--- config.mk ---
export PLATFORM = sky130hd
export DESIGN_NAME = uart_tx_scheduler
export DESIGN_NICKNAME = d
export VERILOG_FILES = /design/src/rtl/uart_tx_scheduler_pkg.sv /design/src/rtl/uart_tx_scheduler_rr_arbiter.sv /design/src/rtl/uart_tx_scheduler.sv
export SDC_FILE = /design/constraint.sdc
export NUM_CORES = 1
export LEC_CHECK = 0
export ABC_AREA = 0
export BUFFER_PORTS_ARGS = -buffer_cell sky130_fd_sc_hd__buf_2
export CORE_AREA = 2 2 68 70
export CTS_BUF_LIST = sky130_fd_sc_hd__clkbuf_8 sky130_fd_sc_hd__clkbuf_16
export DETAILED_ROUTE_END_ITERATION = 10
export DIE_AREA = 0 0 70 72
export HOLD_SLACK_MARGIN = 0.15
export PLACE_DENSITY_LB_ADDON = 0.08
export SLEW_MARGIN = 40
export SYNTH_ARGS = -nofsm -noshare
export SYNTH_HDL_FRONTEND = slang
export SYNTH_SLANG_ARGS = --single-unit
--- constraint.sdc ---
create_clock -name i_clock -period 5.8 [get_ports i_clock]
set_clock_uncertainty 0.1 [all_clocks]
set_input_delay 1.16 -clock i_clock [delete_from_list [all_inputs] [get_ports i_clock]]
set_output_delay 1.16 -clock i_clock [all_outputs]
set_load 0.01 [all_outputs]
--- src/rtl/uart_tx_scheduler_pkg.sv ---
// Shared definitions for the UART transmit scheduler: FSM encoding, UART data
// field layout and counter width helpers.
package uart_tx_scheduler_pkg;

    typedef enum logic [2:0] {
        ST_IDLE      = 3'd0,
        ST_ISSUE     = 3'd1,
        ST_WAIT_BUSY = 3'd2,
        ST_WAIT_DONE = 3'd3,
        ST_RELEASE   = 3'd4
    } state_t;

    localparam int UART_WDATA_W  = 32;
    localparam int UART_BYTE_W   = 8;
    localparam int UART_BYTE_LSB = 0;

    // Width of an index selecting one of n items (never narrower than 1 bit).
    function automatic int idx_width(input int n);
        return (n > 1) ? $clog2(n) : 1;
    endfunction

    // Width of a counter that must be able to hold max_count.
    function automatic int cnt_width(input int max_count);
        return (max_count > 1) ? $clog2(max_count + 1) : 1;
    endfunction

endpackage

--- src/rtl/uart_tx_scheduler_rr_arbiter.sv ---
// Combinational round-robin arbiter: grants the first requester strictly after
// i_pointer, wrapping, so the previous owner has the lowest priority.
module rr_arbiter
    import uart_tx_scheduler_pkg::*;
#(
    parameter int N  = 2,
    parameter int IW = idx_width(N)
) (
    input  logic [N-1:0]  i_req,
    input  logic [IW-1:0] i_pointer,
    output logic [N-1:0]  o_grant_onehot,
    output logic [IW-1:0] o_index
);

    // Walk from the farthest candidate to the nearest; the nearest match overwrites.
    always_comb begin
        o_grant_onehot = '0;
        o_index        = '0;
        for (int off = N; off >= 1; off--) begin
            if (i_req[(int'(i_pointer) + off) % N]) begin
                o_grant_onehot = '0;
                o_grant_onehot[(int'(i_pointer) + off) % N] = 1'b1;
                o_index = IW'((int'(i_pointer) + off) % N);
            end
        end
    end

endmodule

--- src/rtl/uart_tx_scheduler.sv ---
// Shares one UART transmitter among N_REQ byte sources: round-robin grant,
// enable/ready handshake with the UART, post-byte release hold and busy timeout.
module uart_tx_scheduler
    import uart_tx_scheduler_pkg::*;
#(
    parameter int N_REQ          = 2,
    parameter int CLOCK_RATE     = 50000000,
    parameter int BAUD_RATE      = 9600,
    parameter int RELEASE_CYCLES = CLOCK_RATE / BAUD_RATE + 2,
    parameter int TIMEOUT_CYCLES = 4 * CLOCK_RATE / BAUD_RATE
) (
    input  logic               i_clock,
    input  logic               i_reset_n,
    input  logic [N_REQ-1:0]   i_req,
    input  logic [N_REQ-1:0]   i_lock,
    input  logic [8*N_REQ-1:0] i_data,
    output logic [N_REQ-1:0]   o_ack,
    output logic [N_REQ-1:0]   o_grant,
    output logic               o_error,
    output logic               o_uart_enable,
    output logic               o_uart_rw,
    output logic [31:0]        o_uart_wdata,
    input  logic               i_uart_ready
);

    localparam int IW   = idx_width(N_REQ);
    localparam int TMAX = (TIMEOUT_CYCLES > RELEASE_CYCLES) ? TIMEOUT_CYCLES : RELEASE_CYCLES;
    localparam int TW   = cnt_width(TMAX);

    state_t                 state_q, state_d;
    logic                   rdy_meta_q, rdy_s_q;
    logic [IW-1:0]          ptr_q, ptr_d;
    logic [IW-1:0]          idx_q, idx_d;
    logic [UART_BYTE_W-1:0] byte_q, byte_d;
    logic [UART_BYTE_W-1:0] wbyte_q, wbyte_d;
    logic [N_REQ-1:0]       grant_q, grant_d;
    logic [N_REQ-1:0]       ack_q, ack_d;
    logic                   err_q, err_d;
    logic                   en_q, en_d;
    logic                   rw_q, rw_d;
    logic [TW-1:0]          timer_q, timer_d;

    logic [UART_BYTE_W-1:0] req_byte [N_REQ];
    logic [N_REQ-1:0]       arb_onehot;
    logic [IW-1:0]          arb_index;

    for (genvar gi = 0; gi < N_REQ; gi++) begin : g_unpack
        assign req_byte[gi] = i_data[8*gi +: 8];
    end

    rr_arbiter #(
        .N  (N_REQ),
        .IW (IW)
    ) u_arb (
        .i_req          (i_req),
        .i_pointer      (ptr_q),
        .o_grant_onehot (arb_onehot),
        .o_index        (arb_index)
    );

    always_comb begin
        state_d = state_q;
        ptr_d   = ptr_q;
        idx_d   = idx_q;
        byte_d  = byte_q;
        wbyte_d = wbyte_q;
        grant_d = grant_q;
        ack_d   = '0;
        err_d   = err_q;
        en_d    = en_q;
        rw_d    = rw_q;
        timer_d = timer_q;

        case (state_q)
            ST_IDLE: begin
                if (|i_req) begin
                    grant_d = arb_onehot;
                    idx_d   = arb_index;
                    byte_d  = req_byte[arb_index];
                    state_d = ST_ISSUE;
                end
            end
            ST_ISSUE: begin
                en_d    = 1'b1;
                rw_d    = 1'b1;
                wbyte_d = byte_q;
                timer_d = '0;
                state_d = ST_WAIT_BUSY;
            end
            ST_WAIT_BUSY: begin
                if (!rdy_s_q) begin
                    ack_d   = grant_q;
                    state_d = ST_WAIT_DONE;
                end else if (timer_q == TW'(TIMEOUT_CYCLES - 1)) begin
                    // UART never took the byte: abandon it without acknowledging.
                    err_d   = 1'b1;
                    en_d    = 1'b0;
                    rw_d    = 1'b0;
                    wbyte_d = '0;
                    timer_d = '0;
                    state_d = ST_RELEASE;
                end else begin
                    timer_d = timer_q + TW'(1);
                end
            end
            ST_WAIT_DONE: begin
                if (rdy_s_q) begin
                    en_d    = 1'b0;
                    rw_d    = 1'b0;
                    wbyte_d = '0;
                    timer_d = '0;
                    state_d = ST_RELEASE;
                end
            end
            ST_RELEASE: begin
                if (timer_q == TW'(RELEASE_CYCLES - 1)) begin
                    timer_d = '0;
                    if (i_lock[idx_q] && i_req[idx_q]) begin
                        byte_d  = req_byte[idx_q];
                        state_d = ST_ISSUE;
                    end else begin
                        ptr_d   = idx_q;
                        grant_d = '0;
                        state_d = ST_IDLE;
                    end
                end else begin
                    timer_d = timer_q + TW'(1);
                end
            end
            default: state_d = ST_IDLE;
        endcase
    end

    // The synchroniser idles high so a fresh reset never looks like a busy UART.
    always_ff @(posedge i_clock) begin
        if (!i_reset_n) begin
            state_q    <= ST_IDLE;
            rdy_meta_q <= 1'b1;
            rdy_s_q    <= 1'b1;
            ptr_q      <= IW'(N_REQ - 1);
            idx_q      <= '0;
            byte_q     <= '0;
            wbyte_q    <= '0;
            grant_q    <= '0;
            ack_q      <= '0;
            err_q      <= 1'b0;
            en_q       <= 1'b0;
            rw_q       <= 1'b0;
            timer_q    <= '0;
        end else begin
            state_q    <= state_d;
            rdy_meta_q <= i_uart_ready;
            rdy_s_q    <= rdy_meta_q;
            ptr_q      <= ptr_d;
            idx_q      <= idx_d;
            byte_q     <= byte_d;
            wbyte_q    <= wbyte_d;
            grant_q    <= grant_d;
            ack_q      <= ack_d;
            err_q      <= err_d;
            en_q       <= en_d;
            rw_q       <= rw_d;
            timer_q    <= timer_d;
        end
    end

    assign o_ack         = ack_q;
    assign o_grant       = grant_q;
    assign o_error       = err_q;
    assign o_uart_enable = en_q;
    assign o_uart_rw     = rw_q;
    assign o_uart_wdata  = {{(UART_WDATA_W - UART_BYTE_W){1'b0}}, wbyte_q};

endmodule

==> results.toml <==
[clock_tree]
clk_pin_slew_ps = 90
numCtsBuffers = 5
cts_num_sinks = 44
postCtsSetupRepairBufs = 0
cts_tree = "built"
cts_max_level = 2
root_buffer = "clkbuf_8"
clock_latency_ps = 300
cts.path.max_buffers = 2
holdBufCountCts = 0
cts_resized = 0

[timing]
worst_slack_ps = 3092
post-route-min-period_ps = 2708
rsz0062_at_grt = "false"
slew_headroom = 0.5115
finalCritPeriodShare = 0.4670
fmax_ghz = 0.3692
worst_slew_pin_slew_ps = 718.6
slew_viol_final = 0
holdWs_ps = 309.0
setup_viol = 0
hold_viol = 0
tns_ps = 0

[min_path]
hold_path_depth = 1
hold_start = "rdy_meta_q"
min_to = "rdy_s_q"
hp-class = "flip-flop to flip-flop"

[cells_and_area]
nFillCells = 378
final_util = 0.6224
layout.nets = 325
fin_area_mm2 = 0.002654
final_common_cell = "dfxtp_1"
final_cell_mix = "44 x dfxtp_1, 37 x buf_2, 26 x nand2_1"
syn_to_final_growth_pct = 10.35
fin_cells = 352
antenna_cells = 0
drive_gt1_frac = 0.1900
multi_input_area_mm2 = 0.001379
seq_area_um2 = 880.8

[place]
place.gp.congestion = 0.7903
post-place-ws_ps = 2881
port_buffers = 37
place_inst = 344
dpl.hpwl_mm = 3.403
placed_cell_area_mm2 = 0.002511

[floorplan]
start_util = 0.5640
rows = 24
die-area_mm2 = 0.005040
io_pins = 62
die_x_um = 70
die_h_um = 72
core_mm2 = 0.004264

[yosys]
synthCells = 269
ys_async_sr_fraction = 0
yosysSeqAreaShare = 0.3663
ys.flop_type = "dfxtp_1"
ys_warn_count = 0
synth_area_mm2 = 0.002405
synth_edf_count = 0
synth.distinct_cells = 56
synth_seq_cells = 44
synth_area_per_cell_um2 = 8.940

[routing]
dr_total_vias = 2012
routed_wl_mm = 4.917
postRouteAntennaNets = 0
drc = 0
via_per_inst = 5.716
wire_per_inst_um = 13.97
dr.pass1.iters = 5
first_iter_violations = 169

[grt]
grt_pass1_vias = 1678
antenna_found_initial = 0
track_usage = 0.1924
use_met2 = 0.2974
met1_usage = 0.2677
grt_util_met3 = 0.05278
grt-ovfl-total = 0
grt_pass1_wl_mm = 7.866
grt_max_degree = 47
grt_busiest_layer = "met2"

[power]
power_density_mw_per_mm2 = 387.3
pwr-share-clk = 0.244
power_frac_comb = 0.353
p_leak_nw = 1.138
p_switching_mw = 0.3938
p_sw_frac = 0.3831
p_int_mw = 0.6340
peakVddDrop_mv = 0.1991
pwr-share-seq = 0.403
total_power_mw = 1.028

[setup_path]
cp-start-kind = "flip-flop"
cp.required_ps = 5890
ff2ff_path_depth = 5
crit_arrival_ps = 2800
r2r-end = "byte_q[5]"
worstPathMaxFanout = 19
cp-end-kind = "flip-flop"
critPathKind = "flip-flop to flip-flop"
rrSetupSlack_ps = 3090
worstSetupStartpoint = "state_q[2]"
regToRegStartpoint = "state_q[2]"

[flow_run]
cap_violations = 0

[status]
status = "finished clean"
[worst max path at each step]
stage	cells after the start	to	slack (ps)
final	5	byte_q[5]	3090
after global routing	5	byte_q[0]	2850
after detailed placement	5	byte_q[6]	2880
after CTS	5	byte_q[6]	2840
after global placement	5	byte_q[6]	2620
after floorplan	5	byte_q[0]	3230
[per-layer routing]
metal,share of wire,vias up
met2,0.47,79
li1,-,989
met1,0.46,939
met5,0,-
met4,0.0073,0
met3,0.068,5
[sequential cells by signal, summed over array words and instances (netlist names), 2 cells and up]
name and flops:
o_grant 2, timer_q 15, state_q 3, byte_q 8
o_ack 2, wbyte_q 8
[cell usage after synthesis (3+ instances only)]
cell	count	area share
nor2b_1	11	0.029
dfxtp_1	44	0.37
ha_1	3	0.016
nand3_1	11	0.023
a21oi_1	4	0.0083
and3_1	4	0.010
inv_1	4	0.0062
o211a_1	8	0.033
nand2b_1	3	0.0078
a21boi_0	6	0.019
nor4_1	3	0.0078
nand4_1	8	0.021
o21ai_1	4	0.0083
nor3_1	3	0.0062
clkbuf_1	10	0.016
nor3b_1	5	0.016
a31oi_1	6	0.016
xor2_1	5	0.018
nor2_1	11	0.017
nand3b_1	3	0.0094
mux2i_1	14	0.058
a22oi_1	8	0.025
and2_1	3	0.0078
buf_4	25	0.078
nand2_1	26	0.041
[power groups by stage]
stage          clock network, mW  logic (mW)  registers, mW
2_1_floorplan                  0       0.304          0.396
3_3_place_gp                   0       0.345          0.419
3_5_place_dp                   0       0.357          0.420
4_1_cts                    0.256       0.356          0.413
5_1_grt                    0.269       0.401          0.424
6_report                   0.251       0.363          0.415
[worst max-delay path: stages (launching register included)]
cell and delay (ps):
dfxtp_1 730, nor3b_2 560, mux2i_2 700, mux2i_1 270
nand2_1 70, o211a_1 160
[cells by family after synthesis]
logic type | Yosys count | synth area share
and+or+nand+nor | 105 | 0.2503
AOI/OAI and AO/OA | 53 | 0.1743
DFF | 44 | 0.3663
buffers and inverters | 42 | 0.1082
muxes | 14 | 0.05827
xor gates and xnor gates | 7 | 0.02549
adders and majority gates | 3 | 0.01561
other | 1 | 0.001559
[cell type report]
type                            count  area share
Clock buffer                        6     0.03112
Clock inverter                      2     0.01462
Inverter                            4    0.005658
Tap cell                           52     0.02452
Multi-Input combinational cell    206      0.5196
Timing Repair Buffer               38     0.07261
Sequential cell                    44      0.3319
Power figures use the tool's default switching activity.
